[config.mk]
export PLATFORM = sky130hd
export DESIGN_NAME = axi_rx_frame_validator
export DESIGN_NICKNAME = d
export VERILOG_FILES = /design/src/rtl/axi_rx_frame_validator_pkg.sv /design/src/rtl/axi_rx_frame_validator_skid_buffer.sv /design/src/rtl/axi_rx_frame_validator.sv
export SDC_FILE = /design/constraint.sdc
export NUM_CORES = 1
export LEC_CHECK = 0
export CORE_MARGIN = 3
export CORE_UTILIZATION = 49
export CTS_CLUSTER_SIZE = 30
export DETAILED_ROUTE_END_ITERATION = 8
export GPL_ROUTABILITY_DRIVEN = 0
export PLACE_DENSITY_LB_ADDON = 0.15
export SLEW_MARGIN = 20
export SYNTH_ARGS = -nofsm -noshare
export SYNTH_HDL_FRONTEND = slang
export SYNTH_SLANG_ARGS = --single-unit
[constraint.sdc]
create_clock -name aclk -period 3.1 [get_ports aclk]
set_clock_uncertainty 0.05 [all_clocks]
set_input_delay 0.62 -clock aclk [delete_from_list [all_inputs] [get_ports aclk]]
set_output_delay 0.62 -clock aclk [all_outputs]
set_load 0.01 [all_outputs]
[src/rtl/axi_rx_frame_validator_pkg.sv]
`default_nettype none
// ============================================================================
// rx_frame_pkg : shared state encoding and default sizes for the RX validator
// Revision 1.0
// ============================================================================
package rx_frame_pkg;

    typedef enum logic [1:0] {
        IDLE = 2'd0,
        PASS = 2'd1,
        DROP = 2'd2
    } state_t;

    localparam int c_def_min_frame_bytes = 64;
    localparam int c_def_max_frame_bytes = 1518;
    localparam int c_def_cnt_width       = 16;

endpackage
`default_nettype wire

[src/rtl/axi_rx_frame_validator_skid_buffer.sv]
`default_nettype none
// ============================================================================
// axis_skid_buffer : 2-entry AXI-Stream skid buffer (data+last+user),
//                    registered upstream ready. Revision 1.0
// ============================================================================
module axis_skid_buffer #(
    parameter int DATA_WIDTH = 8
) (
    input  logic                  clk,
    input  logic                  rst_n,
    input  logic [DATA_WIDTH-1:0] s_data,
    input  logic                  s_last,
    input  logic                  s_user,
    input  logic                  s_valid,
    output logic                  s_ready,
    output logic [DATA_WIDTH-1:0] m_data,
    output logic                  m_last,
    output logic                  m_user,
    output logic                  m_valid,
    input  logic                  m_ready
);

    localparam int c_w = DATA_WIDTH + 2;

    logic [c_w-1:0] w_in;
    logic [c_w-1:0] out_q, out_d;
    logic [c_w-1:0] skid_q, skid_d;
    logic           out_vld_q, out_vld_d;
    logic           skid_vld_q, skid_vld_d;
    logic           rdy_q, rdy_d;
    logic           w_push;

    assign w_in   = {s_user, s_last, s_data};
    assign w_push = s_valid & rdy_q;

    // The skid entry only fills while the output register is stalled, so
    // a full skid always implies a full output register.
    always_comb begin
        out_d      = out_q;
        out_vld_d  = out_vld_q;
        skid_d     = skid_q;
        skid_vld_d = skid_vld_q;
        if (m_ready || !out_vld_q) begin
            if (skid_vld_q) begin
                out_d      = skid_q;
                out_vld_d  = 1'b1;
                skid_vld_d = 1'b0;
            end else begin
                out_vld_d = w_push;
                if (w_push) begin
                    out_d = w_in;
                end
            end
        end else if (w_push) begin
            skid_d     = w_in;
            skid_vld_d = 1'b1;
        end
        rdy_d = ~skid_vld_d;
    end

    always_ff @(posedge clk or negedge rst_n) begin
        if (!rst_n) begin
            out_q      <= '0;
            out_vld_q  <= 1'b0;
            skid_q     <= '0;
            skid_vld_q <= 1'b0;
            rdy_q      <= 1'b0;
        end else begin
            out_q      <= out_d;
            out_vld_q  <= out_vld_d;
            skid_q     <= skid_d;
            skid_vld_q <= skid_vld_d;
            rdy_q      <= rdy_d;
        end
    end

    assign s_ready = rdy_q;
    assign m_valid = out_vld_q;
    assign m_data  = out_q[DATA_WIDTH-1:0];
    assign m_last  = out_q[DATA_WIDTH];
    assign m_user  = out_q[DATA_WIDTH+1];

endmodule
`default_nettype wire

[src/rtl/axi_rx_frame_validator.sv]
`default_nettype none
// ============================================================================
// axi_rx_frame_validator : flags runt/oversize/errored frames via tuser on
// tlast ahead of a packet FIFO. Optional counters: RX_FRAME_STATS_EN.
// Revision 1.0
// ============================================================================
module axi_rx_frame_validator
    import rx_frame_pkg::*;
#(
    parameter int AXI_DATA_WIDTH  = 8,
    parameter int MIN_FRAME_BYTES = c_def_min_frame_bytes,
    parameter int MAX_FRAME_BYTES = c_def_max_frame_bytes,
    parameter int CNT_WIDTH       = c_def_cnt_width
) (
    input  logic                      aclk,
    input  logic                      aresetn,
    input  logic [AXI_DATA_WIDTH-1:0] s_axis_tdata,
    input  logic                      s_axis_tvalid,
    input  logic                      s_axis_tlast,
    input  logic                      s_axis_tuser,
    output logic                      s_axis_trdy,
    output logic [AXI_DATA_WIDTH-1:0] m_axis_tdata,
    output logic                      m_axis_tvalid,
    output logic                      m_axis_tlast,
    output logic                      m_axis_tuser,
    input  logic                      m_axis_trdy,
    output logic                      o_frame_good,
    output logic                      o_frame_bad,
    output logic [CNT_WIDTH-1:0]      o_frame_len,
    output logic [31:0]               o_good_cnt,
    output logic [31:0]               o_bad_cnt,
    output logic [31:0]               o_trunc_cnt
);

    localparam logic [CNT_WIDTH-1:0] c_max_plus1 = CNT_WIDTH'(MAX_FRAME_BYTES + 1);
    localparam logic [CNT_WIDTH-1:0] c_min       = CNT_WIDTH'(MIN_FRAME_BYTES);
    localparam int                   c_side_w    = AXI_DATA_WIDTH + CNT_WIDTH;

    state_t               state_q, state_d;
    logic [CNT_WIDTH-1:0] beat_cnt_q, beat_cnt_d;
    logic                 err_sticky_q, err_sticky_d;
    logic                 frame_good_q, frame_good_d;
    logic                 frame_bad_q, frame_bad_d;
    logic [CNT_WIDTH-1:0] frame_len_q, frame_len_d;

    logic [CNT_WIDTH-1:0] w_cnt_now;
    logic                 w_skid_ready;
    logic                 w_accept;
    logic                 w_emit;
    logic                 w_emit_last;
    logic                 w_emit_user;
    logic [c_side_w-1:0]  w_skid_out;
    logic [CNT_WIDTH-1:0] w_out_len;
    logic                 w_dn_last_hs;

    assign s_axis_trdy = (state_q == DROP) | w_skid_ready;
    assign w_accept    = s_axis_tvalid & s_axis_trdy;
    assign w_cnt_now   = beat_cnt_q + CNT_WIDTH'(1);

    always_comb begin
        state_d      = state_q;
        beat_cnt_d   = beat_cnt_q;
        err_sticky_d = err_sticky_q;
        w_emit       = 1'b0;
        w_emit_last  = 1'b0;
        w_emit_user  = 1'b0;
        if (w_accept) begin
            case (state_q)
                IDLE, PASS: begin
                    w_emit = 1'b1;
                    if (w_cnt_now == c_max_plus1) begin
                        // Oversize: cut the frame here and swallow the remainder.
                        w_emit_last  = 1'b1;
                        w_emit_user  = 1'b1;
                        beat_cnt_d   = '0;
                        err_sticky_d = 1'b0;
                        state_d      = s_axis_tlast ? IDLE : DROP;
                    end else if (s_axis_tlast) begin
                        w_emit_last  = 1'b1;
                        w_emit_user  = err_sticky_q | s_axis_tuser | (w_cnt_now < c_min);
                        beat_cnt_d   = '0;
                        err_sticky_d = 1'b0;
                        state_d      = IDLE;
                    end else begin
                        beat_cnt_d   = w_cnt_now;
                        err_sticky_d = err_sticky_q | s_axis_tuser;
                        state_d      = PASS;
                    end
                end
                DROP: begin
                    if (s_axis_tlast) begin
                        state_d = IDLE;
                    end
                end
                default: begin
                    state_d = IDLE;
                end
            endcase
        end
    end

    // Frame length rides alongside the data so stats line up with the
    // downstream handshake rather than input acceptance.
    axis_skid_buffer #(
        .DATA_WIDTH (c_side_w)
    ) u_skid (
        .clk     (aclk),
        .rst_n   (aresetn),
        .s_data  ({w_cnt_now, s_axis_tdata}),
        .s_last  (w_emit_last),
        .s_user  (w_emit_user),
        .s_valid (w_emit),
        .s_ready (w_skid_ready),
        .m_data  (w_skid_out),
        .m_last  (m_axis_tlast),
        .m_user  (m_axis_tuser),
        .m_valid (m_axis_tvalid),
        .m_ready (m_axis_trdy)
    );

    assign m_axis_tdata = w_skid_out[AXI_DATA_WIDTH-1:0];
    assign w_out_len    = w_skid_out[c_side_w-1:AXI_DATA_WIDTH];
    assign w_dn_last_hs = m_axis_tvalid & m_axis_trdy & m_axis_tlast;

    always_comb begin
        frame_good_d = w_dn_last_hs & ~m_axis_tuser;
        frame_bad_d  = w_dn_last_hs & m_axis_tuser;
        frame_len_d  = w_dn_last_hs ? w_out_len : frame_len_q;
    end

    always_ff @(posedge aclk or negedge aresetn) begin
        if (!aresetn) begin
            state_q      <= IDLE;
            beat_cnt_q   <= '0;
            err_sticky_q <= 1'b0;
            frame_good_q <= 1'b0;
            frame_bad_q  <= 1'b0;
            frame_len_q  <= '0;
        end else begin
            state_q      <= state_d;
            beat_cnt_q   <= beat_cnt_d;
            err_sticky_q <= err_sticky_d;
            frame_good_q <= frame_good_d;
            frame_bad_q  <= frame_bad_d;
            frame_len_q  <= frame_len_d;
        end
    end

    assign o_frame_good = frame_good_q;
    assign o_frame_bad  = frame_bad_q;
    assign o_frame_len  = frame_len_q;

`ifdef RX_FRAME_STATS_EN
    logic [31:0] good_cnt_q, good_cnt_d;
    logic [31:0] bad_cnt_q, bad_cnt_d;
    logic [31:0] trunc_cnt_q, trunc_cnt_d;

    // Only truncated frames ever carry a length of MAX+1.
    always_comb begin
        good_cnt_d  = good_cnt_q;
        bad_cnt_d   = bad_cnt_q;
        trunc_cnt_d = trunc_cnt_q;
        if (w_dn_last_hs) begin
            if (m_axis_tuser) begin
                bad_cnt_d = bad_cnt_q + 32'd1;
            end else begin
                good_cnt_d = good_cnt_q + 32'd1;
            end
            if (w_out_len == c_max_plus1) begin
                trunc_cnt_d = trunc_cnt_q + 32'd1;
            end
        end
    end

    always_ff @(posedge aclk or negedge aresetn) begin
        if (!aresetn) begin
            good_cnt_q  <= '0;
            bad_cnt_q   <= '0;
            trunc_cnt_q <= '0;
        end else begin
            good_cnt_q  <= good_cnt_d;
            bad_cnt_q   <= bad_cnt_d;
            trunc_cnt_q <= trunc_cnt_d;
        end
    end

    assign o_good_cnt  = good_cnt_q;
    assign o_bad_cnt   = bad_cnt_q;
    assign o_trunc_cnt = trunc_cnt_q;
`else
    assign o_good_cnt  = '0;
    assign o_bad_cnt   = '0;
    assign o_trunc_cnt = '0;
`endif

endmodule
`default_nettype wire

After elaboration in Yosys (flattened, before gate mapping)
Index checks and enable logic that the tools add are counted.
{"block": "word_totals", "word_cells": 62, "ff_bits": 92, "out_inout_bits": 126, "in_bits": 14}
{"block": "op_classes", "n_mux": 24, "n_eq_ne": 4, "n_reduce_logical": 9, "bitwise": 12, "addsub": 1, "order_cmp": 1}
{"cell": "two-way mux 26 bit", "count": 2}
{"cell": "two-way mux 16 bit", "count": 2}
{"cell": "adder 16 x 1 -> 16 bit (second input constant)", "count": 1}
{"cell": "equality test 16 x 11 -> 1 bit (second input constant)", "count": 1}
{"cell": "less-than comparator 16 x 7 -> 1 bit (second input constant)", "count": 1}
{"cell": "two-way mux 1 bit", "count": 16}
{"cell": "AND reduction 2 bit", "count": 4}
{"cell": "bitwise AND 1 bit", "count": 6}
{"cell": "two-way mux 2 bit", "count": 3}
{"cell": "one-hot mux 2 bit (2 select lines)", "count": 1}
{"cell": "NOT 1 bit", "count": 3}
{"cell": "OR 1 bit", "count": 3}
{"cell": "equality test 2 x 1 -> 1 bit (second input constant)", "count": 1}
{"cell": "equality test 2 bit (second input constant)", "count": 1}
{"cell": "zero test 2 bit", "count": 1}
{"cell": "!= test 2 bit (second input constant)", "count": 1}
{"cell": "nonzero test 2 bit", "count": 1}
{"cell": "OR reduction 2 bit", "count": 1}
{"cell": "zero test 1 bit", "count": 1}
{"cell": "logical OR 1 bit", "count": 1}

Logic depth before layout (Yosys ltp)
Gate-level depths: netlist (run 1).
{"block": "logic_depth", "word_depth": 9, "ltp_mapped": 8, "mapped_depth_nobuf": 7}

Modules after synthesis
Synthesis (run 1) repeated with hierarchy kept, for this count alone.
{"block": "unflattened", "hier_cells": 438, "area_unflattened_um2": 5138.7}
{"module": "axi_rx_frame_validator", "cells_per_inst": 290, "area_each_um2": 2662.6, "n_inst": 1, "seq_area_each_um2": 925.9}
{"module": "axis_skid_buffer", "cells_per_inst": 148, "area_each_um2": 2476.1, "n_inst": 1, "seq_area_each_um2": 1376.3}

Worst setup path before layout (run 1)
Ideal clock, no wire load.
{"block": "synth_path", "kind": "reg-to-reg", "from": "reg beat_cnt_q[1]", "to": "reg beat_cnt_q[0]", "synth_period_minus_slack_ps": 2400, "required_time_ps": 2929, "path_buffers": 1, "setup_slack_ps": 700, "stages_incl_launch_ff": 9, "arrival_time_ps": 2229, "setup_ps": 121, "path_cell_list": "dfrtp_1 ha_1 clkbuf_1 a21oi_1 o211ai_1 nor4_1 or3b_2 or3_1 a22o_1"}
{"block": "synth_between", "elab_chain_cells": 3}
{"item": "start: declaration", "line": "axi_rx_frame_validator.sv:40", "text": "logic [CNT_WIDTH-1:0] beat_cnt_q, beat_cnt_d;"}
{"item": "start signal: assignment", "line": "axi_rx_frame_validator.sv:141", "text": "beat_cnt_q <= beat_cnt_d;"}
{"item": "adder 16 x 1 -> 16 bit", "line": "axi_rx_frame_validator.sv:58", "text": "assign w_cnt_now = beat_cnt_q + CNT_WIDTH'(1);"}
{"item": "equality test 16 x 11 -> 1 bit", "line": "axi_rx_frame_validator.sv:71", "text": "if (w_cnt_now == c_max_plus1) begin"}
{"item": "two-way mux 16 bit", "line": "axi_rx_frame_validator.sv:71"}
Every way passes these cells.
A chain may end at the register's enable or synchronous reset.

Final worst setup path (run 1)
{"block": "layout_path", "from": "reg beat_cnt_q[0]", "to": "reg beat_cnt_q[0]"}
{"block": "layout_between", "elab_chain_cells": 3, "elab_cells_between_ends": 4, "classes_between": "add/sub (1); eq/ne (1); mux (2)"}
{"item": "adder 16 x 1 -> 16 bit *", "line": "axi_rx_frame_validator.sv:58"}
{"item": "equality test 16 x 11 -> 1 bit / two-way mux 16 bit (equally long branches)", "line": "axi_rx_frame_validator.sv:71, axi_rx_frame_validator.sv:78"}
{"item": "two-way mux 16 bit *", "line": "axi_rx_frame_validator.sv:71"}
Mark *: on every way between the ends. The rest lies on a longest branch, timed or not.

==> results of run 1 <==
layer usage:
metal | up-vias | part of all wire (%)
met5 | - | 0
met4 | 0 | 1.4
met3 | 10 | 5.7
met2 | 106 | 43
met1 | 1548 | 50
li1 | 1611 | -
synth_stat cells (3+ instances only):
master / instances
a21oi_1: 23
and3_1: 5
buf_1: 4
buf_2: 8
buf_4: 105
clkbuf_1: 18
dfrtp_1: 92
inv_1: 9
mux2_2: 28
mux2i_1: 8
nand2_1: 60
nand2b_1: 3
nand3_1: 12
nand4_1: 5
nor2_1: 26
nor3_1: 10
o21ai_0: 57
o31ai_1: 4
or3_1: 3
xnor2_1: 9
xor2_1: 6
power breakdown:
group	internal, uW	switching [uW]	leakage, uW
sequential	1400	136	0.00122
combinational	366	397	0.00115
clock	317	413	0.0000840
total	2080	946	0.00245
registers in the layout (all words and copies together), names as in the netlist:
register / flops
u_skid.skid_vld_q: 1
u_skid.out_q: 26
u_skid.s_ready: 1
u_skid.m_valid: 1
o_frame_len: 16
beat_cnt_q: 16
o_frame_good: 1
state_q: 2
o_frame_bad: 1
err_sticky_q: 1
u_skid.skid_q: 26
path summary, 6_finish.rpt:
path                                                   start                            to  slack [ns]
worst min-delay path                                 aresetn  u_skid.out_q[23]$_DFFE_PN0P_        0.22
worst max-delay path               beat_cnt_q[0]$_DFFE_PN0P_     beat_cnt_q[0]$_DFFE_PN0P_        0.46
worst min register to register  u_skid.out_q[17]$_DFFE_PN0P_  u_skid.out_q[17]$_DFFE_PN0P_        0.43
worst max register to register     beat_cnt_q[0]$_DFFE_PN0P_     beat_cnt_q[0]$_DFFE_PN0P_        0.46
min in group aclk               u_skid.out_q[17]$_DFFE_PN0P_  u_skid.out_q[17]$_DFFE_PN0P_        0.43
max in group asynchronous                            aresetn  u_skid.out_q[25]$_DFFE_PN0P_        2.13
layout by cell type (no fill, tap or decap), drive strengths merged, types with 5 or more instances in the layout:
cell type / n
nand2: 60
dfrtp: 92
o21ai: 58
clkdlybuf4s50: 42
nand3: 14
xor2: 6
buf: 11
nand4: 5
nor2: 26
nor3: 10
clkbuf: 13
conb: 96
mux2i: 8
a21oi: 23
mux2: 28
xnor2: 9
o31ai: 5
inv: 10
and3: 5
worst reg2reg max path, delay by kind of cell (launching register included):
family | cells | cell delay (ns)
AND/OR/NAND/NOR | 3 | 1.12
AO/OA/AOI/OAI | 3 | 0.45
flip-flops | 1 | 0.48
buffers and inverters | 1 | 0.18
adder cells (fa/ha/maj) | 1 | 0.26
final cells by class:
cell class	instances	share of cell area (%)
flip-flops and latches	92	43.3
clock buffers	13	2.80
multi-input cells	385	40.1
clock inverters	3	0.400
repair buffers	53	9.69
well taps	133	3.13
inverters	9	0.635
metrics by stage:
stage | hold WS [ns] | setup WS, ns
global route | 0.243 | 0.248
detailed placement | 0.421 | 0.448
finish | 0.217 | 0.459
CTS | 0.229 | 0.439
floorplan | 0.274 | 0.700
global placement | 0.407 | 0.523
cell families (layout without fill, tap and decap cells):
group / after synthesis / after routing / share of synthesized area (%)
buf+inv: 145 / 78 / 18.9
simple gates: 138 / 138 / 13.0
compound gates: 98 / 98 / 11.2
flops: 92 / 92 / 45.8
mux: 36 / 36 / 7.87
xor+xnor: 15 / 15 / 2.62
fa+ha+maj: 2 / 2 / 0.498
other cells: 1 / 96 / 0.0746
==> flow_metrics.py, run 1 <==
metrics = {
    "status": {
        "outcome": "completed",
    },
    "worst_setup_path": {
        "critPathMaxStageDelay_ns": 0.55,
        "path_delay_family": "simple AND/OR/NAND/NOR gates",
        "critical_path_peak_fanout": 11,
        "cp.arrival_ns": 2.84,
        "critPathKind": "flip-flop to flip-flop",
        "cp.required_ns": 3.30,
        "cp-end-kind": "flip-flop",
        "worstPathCellList": "ha_1 > buf_4 > a21oi_1 > o211ai_1 > nor4_1 > or3b_2 > or3_1 > a22o_1",
        "slowest_stage": "or3b_2",
        "cp.buffers_inverters": 1,
        "critPathLaunchType": "flip-flop",
        "cp.depth": 8,
        "reg2regPathDepth": 8,
    },
    "timing": {
        "slew_headroom_pct": 59.8,
        "rsz0062_at_grt": "false",
        "setup_violations": 0,
        "fmax_mhz": 379,
        "setup_tns_ns": 0,
        "slew_violations": 0,
        "worst_slew_pin_slew_ns": 0.603,
        "fin_crit_sh_pct": 85.2,
        "final_hold_viol_count": 0,
        "min_period_ns": 2.64,
    },
    "clock_tree": {
        "cts_sinks": 92,
        "clkLatencyLatePin_ns": 0.36,
        "cts_resized": 0,
        "cts_buffer_depth": 2,
        "cts.root.buffer_cell": "clkbuf_8",
        "numCtsBuffers": 9,
        "holdBufCountCts": 0,
        "htree_levels": 3,
        "path_clk_slew_ns": 0.09,
        "cts_tree": "done",
        "post_cts_buffers": 0,
    },
    "routing": {
        "drt.antenna.violating_nets": 0,
        "firstDrtPassIters": 4,
        "first_iter_violations": 159,
        "dr_total_vias": 3275,
        "drc": 0,
        "totalWireLength_mm": 9.01,
        "routedWlPerCell_um": 13.1,
        "viasPerCell": 4.76,
    },
    "logic_synthesis": {
        "yosysTopAreaCellShare_pct": 45.8,
        "synth_area_leaders": "dfrtp_1 (46%), buf_4 (16%), mux2_2 (6.3%)",
        "ys_seq_elements": 92,
        "yosys.area.top_type": "dfrtp_1",
        "async_reset_ff_share_pct": 100,
        "seq_area_frac_synth_pct": 45.8,
        "synth_area_um2": 5020,
        "synth_ff_type": "dfrtp_1",
        "ys_types": 48,
        "ys_warn_count": 0,
        "synth.avg_cell_area_um2": 9.53,
        "synth_edf_count": 0,
        "syn_inst": 527,
    },
    "grt": {
        "grt.met1_usage_pct": 24.1,
        "grt_pass1_vias": 2869,
        "grt-busiest-layer": "met1",
        "overflow": 0,
        "grt_pass1_wl_mm": 14.6,
        "grt_max_degree": 48,
        "antenna_found_initial": 0,
        "met2_usage_pct": 22.8,
        "grt.met3_usage_pct": 3.12,
        "track_usage_pct": 15.9,
    },
    "placed_design": {
        "hpwl_mm": 6.63,
        "portBuffers": 43,
        "place_area_um2": 5150,
        "dp_cells": 672,
    },
    "finish": {
        "drive_gt1_share_pct": 11.2,
        "fin_nets": 566,
        "syn2layout_area_growth_pct": 5.90,
        "seq_area_um2": 2300,
        "antenna_cells": 0,
        "design_area_um2": 5320,
        "post-route-util_pct": 53.9,
        "fin_cells": 688,
        "multiInputGateArea_um2": 2130,
        "fill_cells": 894,
    },
    "die": {
        "die_x_um": 107,
        "io_pins": 140,
        "die_h_um": 107,
        "dieArea_um2": 11500,
        "row_count": 36,
        "coreArea_um2": 9860,
        "start_util_pct": 50.9,
    },
    "power_and_ir_drop": {
        "power.leakage_uw": 0.00245,
        "max-vdd-ir-drop_uv": 314,
        "powerDensity_nw_per_um2": 569,
        "power_uw": 3030,
    },
    "job": {
        "maxCapViolCount": 0,
    },
    "worst_hold_path": {
        "hp-class": "input port to async pin",
    },
}
Note: power is estimated with default switching activity, not from simulation.
==> inputs of run 2 (changes only) <==
--- a/config.mk
+++ b/config.mk
@@ -5,8 +5,7 @@
 export SDC_FILE = /design/constraint.sdc
 export NUM_CORES = 1
 export LEC_CHECK = 0
-export CORE_MARGIN = 3
-export CORE_UTILIZATION = 49
+export CORE_UTILIZATION = 36
 export CTS_CLUSTER_SIZE = 30
 export DETAILED_ROUTE_END_ITERATION = 8
 export GPL_ROUTABILITY_DRIVEN = 0
==> flow_metrics.py, run 2 (synthesis results as in run 1) <==
metrics = {
    "status": {
        "outcome": "completed",
    },
    "timing": {
        "final_hold_viol_count": 0,
        "fmax_mhz": 379,
        "rsz0062_at_grt": "false",
        "setup_tns_ns": 0,
        "fin_crit_sh_pct": 85.2,
        "worst_slew_pin_slew_ns": 0.603,
        "slew_violations": 0,
        "min_period_ns": 2.64,
        "slew_headroom_pct": 59.8,
        "setup_violations": 0,
    },
    "clock_tree": {
        "path_clk_slew_ns": 0.07,
        "holdBufCountCts": 0,
        "cts_sinks": 92,
        "post_cts_buffers": 0,
        "cts.root.buffer_cell": "clkbuf_16",
        "htree_levels": 3,
        "cts_resized": 0,
        "numCtsBuffers": 9,
        "cts_buffer_depth": 2,
        "clkLatencyLatePin_ns": 0.35,
        "cts_tree": "done",
    },
    "worst_setup_path": {
        "critPathLaunchType": "flip-flop",
        "critical_path_peak_fanout": 11,
        "critPathKind": "flip-flop to flip-flop",
        "cp.required_ns": 3.33,
        "cp-end-kind": "flip-flop",
        "cp.arrival_ns": 2.87,
    },
    "power_and_ir_drop": {
        "powerDensity_nw_per_um2": 635,
        "max-vdd-ir-drop_uv": 287,
        "power.leakage_uw": 0.00254,
    },
    "finish": {
        "reg_top3": "u_skid.out_q: 26 flops, u_skid.skid_q: 26 flops",
        "mostFrequentLayoutCells": "conb_1 (96), dfrtp_1 (92), nand2_1 (60)",
        "final_common_cell": "conb_1",
        "drive_gt1_share_pct": 11.9,
        "antenna_cells": 0,
        "syn2layout_area_growth_pct": 10.2,
        "fin_nets": 567,
        "design_area_um2": 5540,
    },
    "grt": {
        "overflow": 0,
        "grt_pass1_wl_mm": 15.6,
        "antenna_found_initial": 0,
        "grt_max_degree": 56,
        "grt_pass1_vias": 2979,
        "track_usage_pct": 14.0,
    },
    "die": {
        "start_util_pct": 37.5,
        "die_x_um": 120,
        "die_h_um": 120,
        "io_pins": 140,
        "row_count": 42,
        "dieArea_um2": 14400,
        "coreArea_um2": 13400,
    },
    "placed_design": {
        "place_area_um2": 5210,
        "hpwl_mm": 6.55,
        "portBuffers": 43,
    },
    "routing": {
        "viasPerCell": 4.46,
        "dr_total_vias": 3265,
        "totalWireLength_mm": 9.34,
        "drc": 0,
        "drt.antenna.violating_nets": 0,
        "first_iter_violations": 241,
        "routedWlPerCell_um": 12.8,
        "firstDrtPassIters": 4,
    },
    "job": {
        "maxCapViolCount": 0,
    },
    "worst_hold_path": {
        "hp-class": "input port to async pin",
    },
}
-- run 2: changes by cell type in the layout (fill, tap and decap cells not counted), sizes merged --
cell    delta
bufinv     +2
clkinv     +1
buf        +1
clkbuf     -3
-- run 2: worst max-delay path, stage by stage, from the launching register on --
cell	delay (ns)
dfrtp_1	0.48
ha_1	0.26
buf_4	0.18
a21oi_1	0.17
o211ai_1	0.10
nor4_1	0.17
or3b_2	0.54
o31ai_4	0.40
mux2_2	0.23
-- run 2: metrics by stage --
stage / worst slack (ns) / instances / total power [uW] / utilization (%) / hold WS, ns
floorplan: 0.700 / 622 / 2130 / - / 0.274
global placement: 0.520 / 716 / 2330 / 38.9 / 0.411
detailed placement: 0.512 / 716 / 2340 / 38.9 / 0.417
CTS: 0.472 / 732 / 3550 / 41.3 / 0.214
global route: 0.265 / 732 / 3710 / 41.3 / 0.234
finish: 0.459 / 732 / 3510 / 41.3 / 0.198
-- run 2: layout make-up --
type	instances	area, um2
flip-flops and latches	92	2300
multi-input cells	385	2130
repair buffers	54	523
clock buffers	10	239
clock inverters	6	86.3
fillers	1311	7860
well taps	176	220
inverters	9	33.8
-- run 2: path summary, 6_finish.rpt --
| path | cells after the start | startpoint | to | slack, ns |
|---|---|---|---|---|
| setup / recovery | 8 | beat_cnt_q[0]$_DFFE_PN0P_ | u_skid.skid_q[24]$_DFFE_PN0P_ | 0.46 |
| hold / removal | 1 | aresetn | o_frame_len[12]$_DFFE_PN0P_ | 0.20 |
| setup reg to reg | 8 | beat_cnt_q[0]$_DFFE_PN0P_ | u_skid.skid_q[24]$_DFFE_PN0P_ | 0.46 |
| hold reg to reg | 2 | u_skid.skid_q[16]$_DFFE_PN0P_ | u_skid.skid_q[16]$_DFFE_PN0P_ | 0.43 |
| max in group asynchronous | 2 | aresetn | beat_cnt_q[6]$_DFFE_PN0P_ | 2.13 |
| min in group aclk | 2 | u_skid.skid_q[16]$_DFFE_PN0P_ | u_skid.skid_q[16]$_DFFE_PN0P_ | 0.43 |
-- run 2: power breakdown --
| group | internal [uW] | total [uW] | switching (uW) |
|---|---|---|---|
| clock network | 729 | 1200 | 476 |
| registers | 1400 | 1530 | 135 |
| logic | 366 | 775 | 408 |
| total | 2490 | 3510 | 1020 |
-- run 2: per-layer routing --
metal  wire [um]  global-route usage [%]  vias up
met2        4010                    20.0       97
li1            -                       -     1625
met4         182                    6.09        0
met1        4760                    20.3     1532
met3         383                    2.85       11
met5           0                       0        -
